**config.mk**
```make
export PLATFORM = sky130hd
export DESIGN_NAME = vmsu_8bit_div
export DESIGN_NICKNAME = d
export VERILOG_FILES = /design/src/rtl/vmsu_8bit_div.sv
export SDC_FILE = /design/constraint.sdc
export NUM_CORES = 1
export LEC_CHECK = 0
export CAP_MARGIN = 20
export CORE_MARGIN = 10
export CORE_UTILIZATION = 63
export CTS_BUF_LIST = sky130_fd_sc_hd__clkbuf_2
export CTS_CLUSTER_DIAMETER = 80
export CTS_CLUSTER_SIZE = 12
export DETAILED_ROUTE_END_ITERATION = 6
export PLACE_DENSITY = 0.88
export SYNTH_ARGS = -nofsm -noshare
export SYNTH_HDL_FRONTEND = slang
export SYNTH_SLANG_ARGS = --single-unit
export TNS_END_PERCENT = 100
```
**constraint.sdc**
```tcl
create_clock -name clk -period 4.42 [get_ports clk]
set_input_delay 1.326 -clock clk [delete_from_list [all_inputs] [get_ports clk]]
set_output_delay 1.326 -clock clk [all_outputs]
set_load 0.05 [all_outputs]
```
**src/rtl/vmsu_8bit_div.sv**
```systemverilog
// Sequential restoring divider, the inverse of the vmsu_8bit datapath.
// A 2N-bit dividend is divided by an N-bit divisor to give an N-bit quotient
// and an N-bit remainder, unsigned or two's complement as chosen by control.
// One quotient bit is produced per clock. Done follows the accepting edge by
// exactly 2N+1 clocks, including the divide-by-zero case.
module vmsu_8bit_div #(
  parameter int N = 8
) (
  input  logic           clk,
  input  logic           rst,
  input  logic           start,
  input  logic [2*N-1:0] dividend,
  input  logic [N-1:0]   divisor,
  input  logic           control,
  output logic           busy,
  output logic           done,
  output logic [N-1:0]   quotient,
  output logic [N-1:0]   remainder,
  output logic           ovf,
  output logic           dz
);

  localparam int CW = $clog2(2*N);
  localparam logic [CW-1:0]  LAST_IT = CW'(2*N-1);
  localparam logic [2*N-1:0] UMAX    = (2*N)'((1 << N) - 1);
  localparam logic [2*N-1:0] SPMAX   = (2*N)'((1 << (N-1)) - 1);
  localparam logic [2*N-1:0] SNMAX   = (2*N)'(1 << (N-1));

  typedef enum logic [1:0] {IDLE, RUN, FIX} state_t;

  state_t         state;
  logic [CW-1:0]  cnt;

  // Captured operand signs and magnitudes plus the iteration state.
  logic           sa;
  logic           sb;
  logic           sgn;
  logic [2*N-1:0] dvd_m;
  logic [N-1:0]   dvs_m;
  logic [N-1:0]   dvd_lo;
  logic [N:0]     prem;
  logic [2*N-1:0] qm;

  // Per-iteration and final-correction combinational values.
  logic [N:0]     shifted;
  logic           ge;
  logic [N:0]     diff;
  logic           neg;
  logic [2*N-1:0] q_res;
  logic [N-1:0]   r_res;
  logic           div_zero;
  logic [N-1:0]   q_fix;
  logic [N-1:0]   r_fix;
  logic           ovf_fix;

  // Conditional two's-complement negation, dividend/quotient width.
  function automatic logic [2*N-1:0] cneg_w(input logic [2*N-1:0] v, input logic n);
    return n ? -v : v;
  endfunction

  // Conditional two's-complement negation, divisor/remainder width.
  function automatic logic [N-1:0] cneg_n(input logic [N-1:0] v, input logic n);
    return n ? -v : v;
  endfunction

  // Range check of the quotient magnitude against the N-bit result format.
  // A negative signed result may reach one step further than a positive one.
  function automatic logic quot_ovf(input logic [2*N-1:0] q, input logic s, input logic n);
    if (!s)
      return q > UMAX;
    else if (!n)
      return q > SPMAX;
    else
      return q > SNMAX;
  endfunction

  // Restoring step: bring in the next dividend bit and trial-subtract.
  // prem never exceeds the divisor magnitude, so its low N bits hold the
  // whole partial remainder before the shift.
  always_comb begin
    shifted = {prem[N-1:0], dvd_m[2*N-1]};
    ge      = shifted >= {1'b0, dvs_m};
    diff    = shifted - {1'b0, dvs_m};
  end

  // Sign correction, overflow detection and the divide-by-zero override.
  always_comb begin
    neg      = sa ^ sb;
    q_res    = cneg_w(qm, neg);
    r_res    = cneg_n(prem[N-1:0], sa);
    div_zero = (dvs_m == '0);
    q_fix    = q_res[N-1:0];
    r_fix    = r_res;
    ovf_fix  = quot_ovf(qm, sgn, neg);
    if (div_zero) begin
      q_fix   = '1;
      r_fix   = dvd_lo;
      ovf_fix = 1'b1;
    end
  end

  // Datapath: capture magnitudes on the accepting edge, then iterate in RUN.
  always_ff @(posedge clk) begin
    if (state == IDLE && start) begin
      sgn    <= control;
      sa     <= control & dividend[2*N-1];
      sb     <= control & divisor[N-1];
      dvd_m  <= cneg_w(dividend, control & dividend[2*N-1]);
      dvs_m  <= cneg_n(divisor, control & divisor[N-1]);
      dvd_lo <= dividend[N-1:0];
      prem   <= '0;
      qm     <= '0;
    end else if (state == RUN) begin
      dvd_m <= {dvd_m[2*N-2:0], 1'b0};
      if (ge) begin
        prem <= diff;
        qm   <= {qm[2*N-2:0], 1'b1};
      end else begin
        prem <= shifted;
        qm   <= {qm[2*N-2:0], 1'b0};
      end
    end
  end

  // Control FSM with registered handshake and result outputs.
  always_ff @(posedge clk) begin
    if (rst) begin
      state     <= IDLE;
      cnt       <= '0;
      busy      <= 1'b0;
      done      <= 1'b0;
      quotient  <= '0;
      remainder <= '0;
      ovf       <= 1'b0;
      dz        <= 1'b0;
    end else begin
      done <= 1'b0;
      case (state)
        IDLE: begin
          if (start) begin
            state <= RUN;
            busy  <= 1'b1;
            cnt   <= '0;
          end
        end
        RUN: begin
          cnt <= cnt + CW'(1);
          if (cnt == LAST_IT)
            state <= FIX;
        end
        FIX: begin
          state     <= IDLE;
          busy      <= 1'b0;
          done      <= 1'b1;
          quotient  <= q_fix;
          remainder <= r_fix;
          ovf       <= ovf_fix;
          dz        <= div_zero;
        end
        default: state <= IDLE;
      endcase
    end
  end

endmodule
```
# == Yosys cells after proc, flatten, opt, wreduce, memory -nomap -nowiden ==
# Cells that the tools add are included.
# classes
add_sub_neg,6
magnitude_cmp,4
eq_ne,5
bitwise,3
n_mux,21
reduce_logical,9
# op_table
cell,n
$mux 16,3
$mux 8,6
$gt 16x8->1 const B,2
$neg 8->8,3
$gt 16x7->1 const B,1
$neg 16->16,1
$ge 9x8->1,1
$logic_not 8->1,1
$pmux 4 s2,1
$sub 8x8->8,1
$mux 1,6
$reduce_and 2->1,3
$reduce_bool 2->1,3
$add 4x1->4 const B,1
$eq 4x4->1 const B,1
$mux 2,2
$mux 4,1
$pmux 2 s2,1
$and 1x1->1,2
$eq 2x1->1 const B,1
$eq 2x2->1 const B,1
$logic_not 2->1,1
$ne 2x1->1 const B,1
$ne 2x2->1 const B,1
3 further kinds,3
# totals
in_bits,28
wordCells,64
ff_bits,85
out_inout_bits,20

# == Depth between registers and ports, before layout ==
# depth
word_depth,4
mapped_depth,9
mapped_depth_nobuf,8

# == Least setup slack after synthesis ==
# Ideal clock, no wire load.
# synth_path
kind,input to register
startpoint,in dividend[4]
endpoint,reg dvd_m[13] (data pin)
required_ps,4120
t_arrival_ps,2793
n_path_buf,0
stages,5
slack_ps,1327
setup_ps,300
path_cell_list,or4_4 or4_4 o41ai_4 xor2_1 a21oi_1
# synth_via
elab_chain_len,3
# synth_rtl
item,line,rtl
from (decl),12,"input logic [2*N-1:0] dividend,"
$neg 16->16,58,return n ? -v : v;
$mux 16,58,
$mux 16,104,if (state == IDLE && start) begin
to (signal assigned),108,"dvd_m <= cneg_w(dividend, control & dividend[2*N-1]);"
to (signal assigned),114,"dvd_m <= {dvd_m[2*N-2:0], 1'b0};"
to (decl),38,logic [2*N-1:0] dvd_m;
# No other way between the ends.
# A chain may end at the register's enable or synchronous reset.

# == Final worst setup path ==
# Same ends and word-level chain as after synthesis.

==> run summary <==
Endpoints failing hold = 0
Ports = 48
First-pass GRT wire length = 15.5 mm
Worst vdd ir = 0.000213 V
Critical Path Fanout Max = 5
Worst-path clk slew = 0.27 ns
Final Slew Violations = 0
Period utilization = 72.0%
Register-to-Register Path Depth = 7
Synth Register Bits = 85
Total Wirelength = 9.58 mm
Worst setup path endpoint = dvd_m[13]
R2R Setup Slk = 1.88 ns
Synth async-reset ratio = 0%
Synth area leaders = edfxtp_1 (25%), dfxtp_1 (24%), a21oi_1 (5.3%)
Post-Syn Area = 4210 sq um
Vias in the first global route = 3315
Reg-to-Reg End = prem[1]
Share of layout cells above drive strength 1 = 5.86%
Status = completed
Die Ht = 102 um
Worst reg2reg startpoint = prem[3]
Final net count = 532
Sink Count = 85
Required time of the worst setup path = 4.70 ns
First drt pass iteration count = 6
Share of Yosys cell area claimed by the top area cell type = 25.0%
Synth Instances = 445
RePlAce Congestion = 0.892
Initial DRC count = 294
Initial antenna violation count = 0
Crit end category = flop
Final worst path period need = 3.18 ns
Clock Skews = 0.0357 ns
FP Rows = 29
Worst Path Arrival = 3.46 ns
Post-CTS Repair Setup Buffers = 0
Fmax = 314 MHz
Worst hold path class = reg2reg
GRT Residual Overflow = 0
Post-synth EDFFs = 35
N_diodes = 0
Syn_nets = 487
Root Driver = clkbuf_2
Die X = 102 um
Vias/cell = 6.24
IO Port Bufs = 47
Cell Pwr Density = 413 nW/um^2
Avg WL per Cell = 16.7 um
Antenna Violating Nets Remaining = 0
CORE AREA = 6420 sq um
YS warnings = 0
Maximum clock path buffer count = 2
Synth Flop Type = dfxtp_1
Area grow syn2layout = 15.4%
Slew margin rel. = 46.6%
Syn avg cell area = 9.46 sq um
Setup Total Neg Slack = 0 ns
Die area = 10400 sq um
H-tree depth = 3
Crit path from = dividend[4]
Starting density of the core = 65.6%
CTS Buf Count = 9
Maxcap violations = 0
DP HPWL = 7.03 mm
Post-synthesis sequential area ratio = 48.7%
Largest area contributor in the netlist = edfxtp_1
Unrepaired setup endpoints after global routing = false
Largest net degree at the start of global routing = 55
DRC violations left = 0
Netlist cell types = 49
Final setup viols = 0
CTS Hold Bufs = 0
Vias post-DR = 3568
Clk Latency, worst-skew pair = 0.54 ns
Total chip power = 2.01 mW
Measured slew at the worst slew-check pin = 0.801 ns
CTS tree = built
Critical path class = in2reg
CP Launch Type = input port
GRT Overall Usage = 18.7%
Post-Route Utilization = 75.6%
PostCTS Resize Cnt = 0
Leakage power = 1.79 nW
-- per-layer routing --
metal	wire length (um)	share of wire [%]	GRT usage, %
met1	3920	41	22.3
met2	4670	49	31.6
met3	710	7.4	3.88
met4	275	2.9	9.24
met5	0	0	0
-- metrics by stage --
step           instances  hold slack, ns  setup WS, ns  area, sq um
4_1_cts              572           0.483          1.28         4860
5_1_grt              572           0.503          1.21         4860
6_report             572           0.480          1.24         4860
3_3_place_gp         556           0.448         0.762         4750
3_5_place_dp         556           0.455         0.698         4750
2_1_floorplan        445           0.444          1.33         4210
-- placed cells by master, fill, tap and decap left out, types with 3 or more instances in the layout --
| cell | Yosys | routed |
|---|---|---|
| clkbuf_2 | 0 | 9 |
| nor2_1 | 54 | 54 |
| a21oi_1 | 45 | 45 |
| xor2_1 | 13 | 13 |
| a311oi_1 | 3 | 3 |
| clkdlybuf4s50_1 | 0 | 47 |
| or4_1 | 3 | 3 |
| dfxtp_1 | 50 | 50 |
| nor3_1 | 11 | 11 |
| buf_4 | 0 | 6 |
| mux2i_1 | 4 | 4 |
| o22ai_1 | 3 | 3 |
| nand2b_1 | 5 | 5 |
| o211ai_1 | 4 | 4 |
| nand4_1 | 3 | 3 |
| nand3b_1 | 3 | 3 |
| o31ai_1 | 4 | 4 |
| edfxtp_1 | 35 | 35 |
| a31oi_1 | 14 | 14 |
| o21ai_0 | 26 | 26 |
| nand2_1 | 31 | 31 |
| nand3_1 | 4 | 4 |
| inv_1 | 25 | 25 |
| a22o_1 | 13 | 13 |
| xnor2_1 | 20 | 20 |
| ha_1 | 13 | 13 |
| nor4_1 | 6 | 6 |
-- flip-flops by register name, summed over array words and instances (netlist names) --
register   cells
remainder      8
sgn            1
state          2
cnt            4
busy           1
quotient       8
qm            16
sb             1
dvd_m         16
done           1
dvs_m          8
sa             1
dvd_lo         8
dz             1
ovf            1
prem           8
-- cell usage after synthesis, drive strengths merged, types with 4 or more instances --
cell,count
o211ai,4
a22o,13
dfxtp,50
or4,5
clkbuf,18
edfxtp,35
ha,13
mux2i,4
nand2,31
xnor2,20
nor4,6
o31ai,4
o21ai,26
inv,25
nand2b,5
a31oi,14
nand3,4
a21oi,45
nor3,11
xor2,13
nor2,54
-- how the worst min path moves through the flow --
stage                  from      endpoint  slack, ns  cells after the start
6_report       remainder[5]  remainder[5]       0.48                      2
5_1_grt        remainder[2]  remainder[2]       0.50                      2
4_1_cts        remainder[5]  remainder[5]       0.48                      2
3_5_place_dp   remainder[5]  remainder[5]       0.45                      2
3_3_place_gp   remainder[5]  remainder[5]       0.45                      2
2_1_floorplan        cnt[3]      state[1]       0.44                      2
-- power by group --
part,total [mW],switching (mW),internal (mW)
Sequential,0.975,0.0788,0.897
Combinational,0.664,0.379,0.285
Clock,0.365,0.284,0.0819
-- final cells by class --
| cell class | count | area (sq um) |
|---|---|---|
| repair buffers | 53 | 515 |
| inverters | 25 | 93.8 |
| clock buffers | 9 | 45.0 |
| well taps | 77 | 96.3 |
| clock inverters | 7 | 58.8 |
| fillers | 447 | 1560 |
| multi-input cells | 316 | 2000 |
| flip-flops and latches | 85 | 2050 |
-- logic make-up (layout without fill, tap and decap cells) --
group                      count (synthesis)  count (layout)  synth area share [%]
xor gates and xnor gates                  33              33                  6.86
adders and majority gates                 14              14                  4.34
buffers and inverters                     44              94                  3.95
muxes                                      5               5                  1.22
and+or+nand+nor                          134             134                  15.1
DFF                                       85              85                  48.7
AOI/OAI and AO/OA                        130             130                  19.8
-- critical path: stages --
cell	delay (ns)
clkdlybuf4s50_1	0.51
or4_4	0.58
or4_4	0.53
o41ai_4	0.23
xor2_1	0.19
a21oi_1	0.09
Note: power is estimated with default switching activity, not from simulation.
